<file path="config.mk">
export PLATFORM = sky130hd
export DESIGN_NAME = ecg_block_rice_encoder
export DESIGN_NICKNAME = d
export VERILOG_FILES = /design/src/rtl/ecg_block_rice_encoder.sv
export SDC_FILE = /design/constraint.sdc
export NUM_CORES = 1
export LEC_CHECK = 0
export ABC_AREA = 1
export ABC_CLOCK_PERIOD_IN_PS = 6230
export BUFFER_PORTS_ARGS = -buffer_cell sky130_fd_sc_hd__buf_2
export CAP_MARGIN = 40
export CORE_UTILIZATION = 52
export DETAILED_ROUTE_END_ITERATION = 10
export GPL_ROUTABILITY_DRIVEN = 0
export GPL_TIMING_DRIVEN = 0
export PLACE_DENSITY_LB_ADDON = 0.3
export SLEW_MARGIN = 20
export SYNTH_ARGS = -nofsm -noshare
export SYNTH_HDL_FRONTEND = slang
export SYNTH_SLANG_ARGS = --single-unit
</file>
<file path="constraint.sdc">
create_clock -name clk -period 6.23 [get_ports clk]
set_input_delay 0.623 -clock clk [delete_from_list [all_inputs] [get_ports clk]]
set_output_delay 0.623 -clock clk [all_outputs]
set_load 0.05 [all_outputs]
</file>
<file path="src/rtl/ecg_block_rice_encoder.sv">
// Block-adaptive Golomb-Rice coder for ECG first differences.
// Collects BLK_LEN deltas, picks k from the mean |delta|, then streams HDR/RUN/GR/ESC tokens.
module ecg_block_rice_encoder #(
  parameter int DW      = 16,
  parameter int BLK_LEN = 8,
  parameter int THR_LO  = 100,
  parameter int THR_HI  = 500,
  parameter int K_LO    = 3,
  parameter int K_MID   = 4,
  parameter int K_HI    = 5,
  parameter int Q_W     = 6,
  parameter int RUN_MAX = 255
) (
  input  logic                 clk,
  input  logic                 rst,
  input  logic                 lossless,
  input  logic                 in_valid,
  output logic                 in_ready,
  input  logic signed [DW-1:0] in_sample,
  output logic                 tok_valid,
  input  logic                 tok_ready,
  output logic [1:0]           tok_type,
  output logic [DW:0]          tok_data,
  output logic                 busy
);

  localparam int LOG2  = $clog2(BLK_LEN);
  localparam int IDX_W = (LOG2 < 1) ? 1 : LOG2;
  localparam int SUM_W = DW + 1 + LOG2;
  localparam int RUN_W = $clog2(RUN_MAX + 1);

  localparam logic [IDX_W-1:0] LAST     = IDX_W'(BLK_LEN - 1);
  localparam logic [SUM_W-1:0] THR_LO_S = SUM_W'(THR_LO);
  localparam logic [SUM_W-1:0] THR_HI_S = SUM_W'(THR_HI);
  localparam logic [RUN_W-1:0] RUN_SAT  = RUN_W'(RUN_MAX);

  typedef enum logic [2:0] {
    S_COLLECT,
    S_SELECT,
    S_HDR,
    S_ENCODE,
    S_TAIL
  } state_t;

  typedef enum logic [1:0] {
    TOK_HDR = 2'b00,
    TOK_RUN = 2'b01,
    TOK_GR  = 2'b10,
    TOK_ESC = 2'b11
  } tok_t;

  state_t                state, state_nxt;
  logic [IDX_W-1:0]      idx, idx_nxt;
  logic [SUM_W-1:0]      sum, sum_nxt;
  logic [RUN_W-1:0]      run, run_nxt, run_inc;
  logic [2:0]            k, k_nxt;
  logic signed [DW-1:0]  prev;
  logic                  lossless_q;
  logic signed [DW:0]    dbuf [BLK_LEN];

  logic signed [DW:0]    in_d;
  logic [DW:0]           in_mag;
  logic signed [DW:0]    enc_d;
  logic [DW:0]           enc_mag, enc_q;
  logic [K_HI-1:0]       r_mask, enc_r;
  logic                  enc_run, enc_esc, advance;
  logic [SUM_W-1:0]      mean;
  logic [DW:0]           gr_word;

  // Sign-extend both operands so the difference never overflows.
  assign in_d   = {in_sample[DW-1], in_sample} - {prev[DW-1], prev};
  assign in_mag = in_d[DW] ? -in_d : in_d;

  assign enc_d   = dbuf[idx];
  assign enc_mag = enc_d[DW] ? -enc_d : enc_d;
  assign enc_q   = enc_mag >> k;
  assign r_mask  = (K_HI'(1) << k) - K_HI'(1);
  assign enc_r   = enc_mag[K_HI-1:0] & r_mask;
  assign enc_run = lossless_q ? (enc_d == '0) : (enc_q == '0);
  assign enc_esc = |enc_q[DW:Q_W];
  assign run_inc = run + RUN_W'(1);
  assign mean    = sum >> LOG2;

  always_comb begin
    gr_word                  = '0;
    gr_word[K_HI-1:0]        = enc_r;
    gr_word[K_HI +: Q_W]     = enc_q[Q_W-1:0];
    gr_word[K_HI + Q_W]      = enc_d[DW];
  end

  always_comb begin
    state_nxt = state;
    idx_nxt   = idx;
    sum_nxt   = sum;
    run_nxt   = run;
    k_nxt     = k;
    advance   = 1'b0;
    in_ready  = 1'b0;
    tok_valid = 1'b0;
    tok_type  = TOK_HDR;
    tok_data  = '0;
    busy      = (state != S_COLLECT) || (idx != '0);

    case (state)
      S_COLLECT: begin
        in_ready = 1'b1;
        if (in_valid) begin
          sum_nxt = sum + SUM_W'(in_mag);
          if (idx == LAST) begin
            idx_nxt   = '0;
            state_nxt = S_SELECT;
          end else begin
            idx_nxt = idx + IDX_W'(1);
          end
        end
      end

      S_SELECT: begin
        if (mean < THR_LO_S)      k_nxt = 3'(K_LO);
        else if (mean < THR_HI_S) k_nxt = 3'(K_MID);
        else                      k_nxt = 3'(K_HI);
        sum_nxt   = '0;
        state_nxt = S_HDR;
      end

      S_HDR: begin
        tok_valid = 1'b1;
        tok_type  = TOK_HDR;
        tok_data  = (DW+1)'(k);
        if (tok_ready) begin
          idx_nxt   = '0;
          state_nxt = S_ENCODE;
        end
      end

      S_ENCODE: begin
        if (enc_run) begin
          if (run_inc == RUN_SAT) begin
            tok_valid = 1'b1;
            tok_type  = TOK_RUN;
            tok_data  = (DW+1)'(run_inc);
            if (tok_ready) begin
              run_nxt = '0;
              advance = 1'b1;
            end
          end else begin
            run_nxt = run_inc;
            advance = 1'b1;
          end
        end else if (run != '0) begin
          // Pending run is flushed first; idx stays so this sample is coded next.
          tok_valid = 1'b1;
          tok_type  = TOK_RUN;
          tok_data  = (DW+1)'(run);
          if (tok_ready) run_nxt = '0;
        end else begin
          tok_valid = 1'b1;
          tok_type  = enc_esc ? TOK_ESC : TOK_GR;
          tok_data  = enc_esc ? enc_d : gr_word;
          if (tok_ready) advance = 1'b1;
        end

        if (advance) begin
          if (idx == LAST) begin
            idx_nxt   = '0;
            state_nxt = (run_nxt != '0) ? S_TAIL : S_COLLECT;
          end else begin
            idx_nxt = idx + IDX_W'(1);
          end
        end
      end

      S_TAIL: begin
        tok_valid = 1'b1;
        tok_type  = TOK_RUN;
        tok_data  = (DW+1)'(run);
        if (tok_ready) begin
          run_nxt   = '0;
          idx_nxt   = '0;
          state_nxt = S_COLLECT;
        end
      end

      default: state_nxt = S_COLLECT;
    endcase
  end

  always_ff @(posedge clk) begin
    if (rst) begin
      state      <= S_COLLECT;
      idx        <= '0;
      sum        <= '0;
      run        <= '0;
      k          <= '0;
      prev       <= '0;
      lossless_q <= 1'b0;
    end else begin
      state <= state_nxt;
      idx   <= idx_nxt;
      sum   <= sum_nxt;
      run   <= run_nxt;
      k     <= k_nxt;
      if (state == S_COLLECT && in_valid) begin
        prev <= in_sample;
        if (idx == '0) lossless_q <= lossless;
      end
    end
  end

  always_ff @(posedge clk) begin
    if (state == S_COLLECT && in_valid) dbuf[idx] <= in_d;
  end

endmodule

</file>
==> impl_metrics.ini <==
[power_and_ir_drop]
intPower_uw = 3860
power_uw = 7700
swShare_pct = 50.0
irDropWorstVdd_mv = 0.314
pwr-share-seq_pct = 24.8
leakage_uw = 0.00612
p_comb_share_pct = 60.6
clockPowerShare_pct = 14.5
powerDensity_mw_per_mm2 = 579
p_switching_uw = 3850

[final_layout]
fin_nets = 1742
layout.cells.non_filler = 1974
drive_gt1_share_pct = 9.00
layout-area-overhead-vs-synth_pct = 11.3
n_antenna_cell = 0

[setup_path]
cp_max_fo = 19
criticalPathCategory = input port to flop
critPathLaunch = in_sample[0]
max_stage_delay_ns = 0.48
crit_path_start_kind = input port
cp_slowest_cell = inv_1
crit_path_end_kind = flop
required_ns = 6.53
rr_startpoint = prev[0]$_SDFFE_PP0P_
cp_data_arrival_time_ns = 5.75
ff2ff_path_depth = 32
crit_path_frequent_cell = nand2_1

[synthesis]
synth_area_mm2 = 0.0120
synth_largest_area_cell = edfxtp_1
synthCells = 1599
synth_warnings = 0
synth_most_common_cell = nand2_1
synth.distinct_cells = 48
synth_area_leaders = edfxtp_1, nand2_1, dfxtp_1, nand3_1, inv_1
syn_avg_cell_area_um2 = 7.48
synth_nets = 1665
yosysSeqAreaShare_pct = 43.7
ys_ff_latch = 193
synth-edff-count = 136
synth.top_cell.area_share_pct = 34.1
async_flop_share_pct = 0
synthFlopType = edfxtp_1
synth_common_cells = nand2_1, inv_1, nand3_1, edfxtp_1, nor2_1

[sta]
final_hold_viol_count = 0
fin_setup_tns_ns = 0
max_freq_ghz = 0.184
drv_slew = 0
relSlewSlack_pct = 41.2
post-route-min-period_ns = 5.45
finalSetupViolCount = 0
rsz0062_at_grt = false
max_slew.worst_pin.slew_ns = 0.879
whs_ns = 0.459
period_share_pct = 87.5
skew_ns = 0.0102

[clocking]
insertion_delay_ns = 0.44
clk_path_buf_depth = 2
htree_levels = 4
clock-sinks = 193
cts_tree = built
cts_buffers = 17
cts-root-buf = clkbuf_16
clk_pin_slew_ns = 0.07

[die]
die_area_mm2 = 0.0236
die_w_um = 154
start_util_pct = 53.0
num_rows = 55
fp.dieH_um = 154
fp.coreArea_mm2 = 0.0226
io_pins = 43

[global_routing]
antenna_found_initial = 0
grt_max_degree = 19
grt_pass1_wl_um = 51700
grt_usage_pct = 27.9
grt_pass1_vias = 10300
grt_overflow = 0

[placement]
io_buffers = 42
hpwl_um = 23700
dp.cells = 1941

[drt]
drt_wl_total_um = 32400
ant_nets = 0
drt-pass1-iter-count = 5
drt_iter0_drc = 1249
vias_per_cell = 5.58
vias = 11000
drc = 0
post_drt_wl_per_cell_um = 16.4

[worst_hold_path]
hp-class = flop to flop
hold-path-cell-count = 2
worstHoldStart = prev[7]$_SDFFE_PP0P_

[outcome]
status = completed

[job]
cap_violations = 0
worst max-delay path, delay by kind of cell:
| family | cells | cell delay [ns] |
|---|---|---|
| fa+ha+maj | 3 | 0.90 |
| compound gates | 11 | 1.57 |
| xor+xnor | 1 | 0.16 |
| buf+inv | 7 | 0.97 |
| simple gates | 13 | 1.53 |
cells by family after synthesis:
logic type                 synth area share [%]
and+or+nand+nor                            28.5
buffers and inverters                      9.92
AOI/OAI and AO/OA                          10.7
DFF                                        43.7
adders and majority gates                  4.83
xor gates and xnor gates                   2.42
cells in the final DEF, fill, tap and decap left out, drive strengths merged, types with 44 or more instances in the layout:
master | Yosys | final
a21oi | 88 | 88
nand2 | 474 | 474
dfxtp | 57 | 57
buf | 28 | 87
nand3 | 174 | 174
nor2 | 108 | 108
inv | 233 | 239
o21ai | 93 | 93
edfxtp | 136 | 136
clkbuf | 28 | 44
stage by stage:
step	instance area (um^2)	util, %	setup WS [ns]
floorplan	12000	-	1.35
finish	13300	59.0	0.782
global route	13300	59.0	0.190
CTS	13300	59.0	0.667
global placement	12500	55.5	0.398
detailed placement	12700	56.3	0.255
layout make-up:
type                       instances  area [um^2]
timing repair buffer              59          362
multi-input combinational       1115         5590
clock buffer                      17          425
fill                            2044         9250
sequential                       193         5230
tap                              285          357
buffer                            55          297
inverter                         235          887
clock inverter                    15          173
power groups by stage:
stage | sequential, uW | combinational [uW] | clock, uW
2_1_floorplan | 1910 | 3370 | 0
3_3_place_gp | 1940 | 4370 | 0
3_5_place_dp | 1940 | 4560 | 0
4_1_cts | 1910 | 4590 | 1120
5_1_grt | 1930 | 5220 | 1180
6_report | 1910 | 4670 | 1120
registers in the layout, indices dropped and copies added, names as in the netlist, named ones only:
name and flops:
prev 16, state 3, run 8, k 3, dbuf 136, lossless_q 1, sum 20, idx 3
routing by layer:
metal  share of wire [%]  vias up  routed length (um)  GRT usage [%]
met5                   0        -                   0              0
met4                 2.7        0                 875           11.4
met3                 7.0       64                2280           4.43
met2                  47      429               15400           46.4
met1                  43     5118               13900           36.5
li1                    -     5404                   -              -
final timing paths:
check / endpoint / slack, ns
worst max-delay path: sum[15]$_SDFFE_PP0P_ / 0.78
worst min-delay path: prev[7]$_SDFFE_PP0P_ / 0.46
worst max register to register: sum[15]$_SDFFE_PP0P_ / 0.81
worst min register to register: prev[7]$_SDFFE_PP0P_ / 0.46
repair_timing:
item / 4_1_cts / 5_1_grt
hold buffers: 0 / 0
endpoints found under the setup margin: 0 / 1
buffers inserted: 0 / 0
resized for setup: 0 / 0
Power figures use the tool's default switching activity.
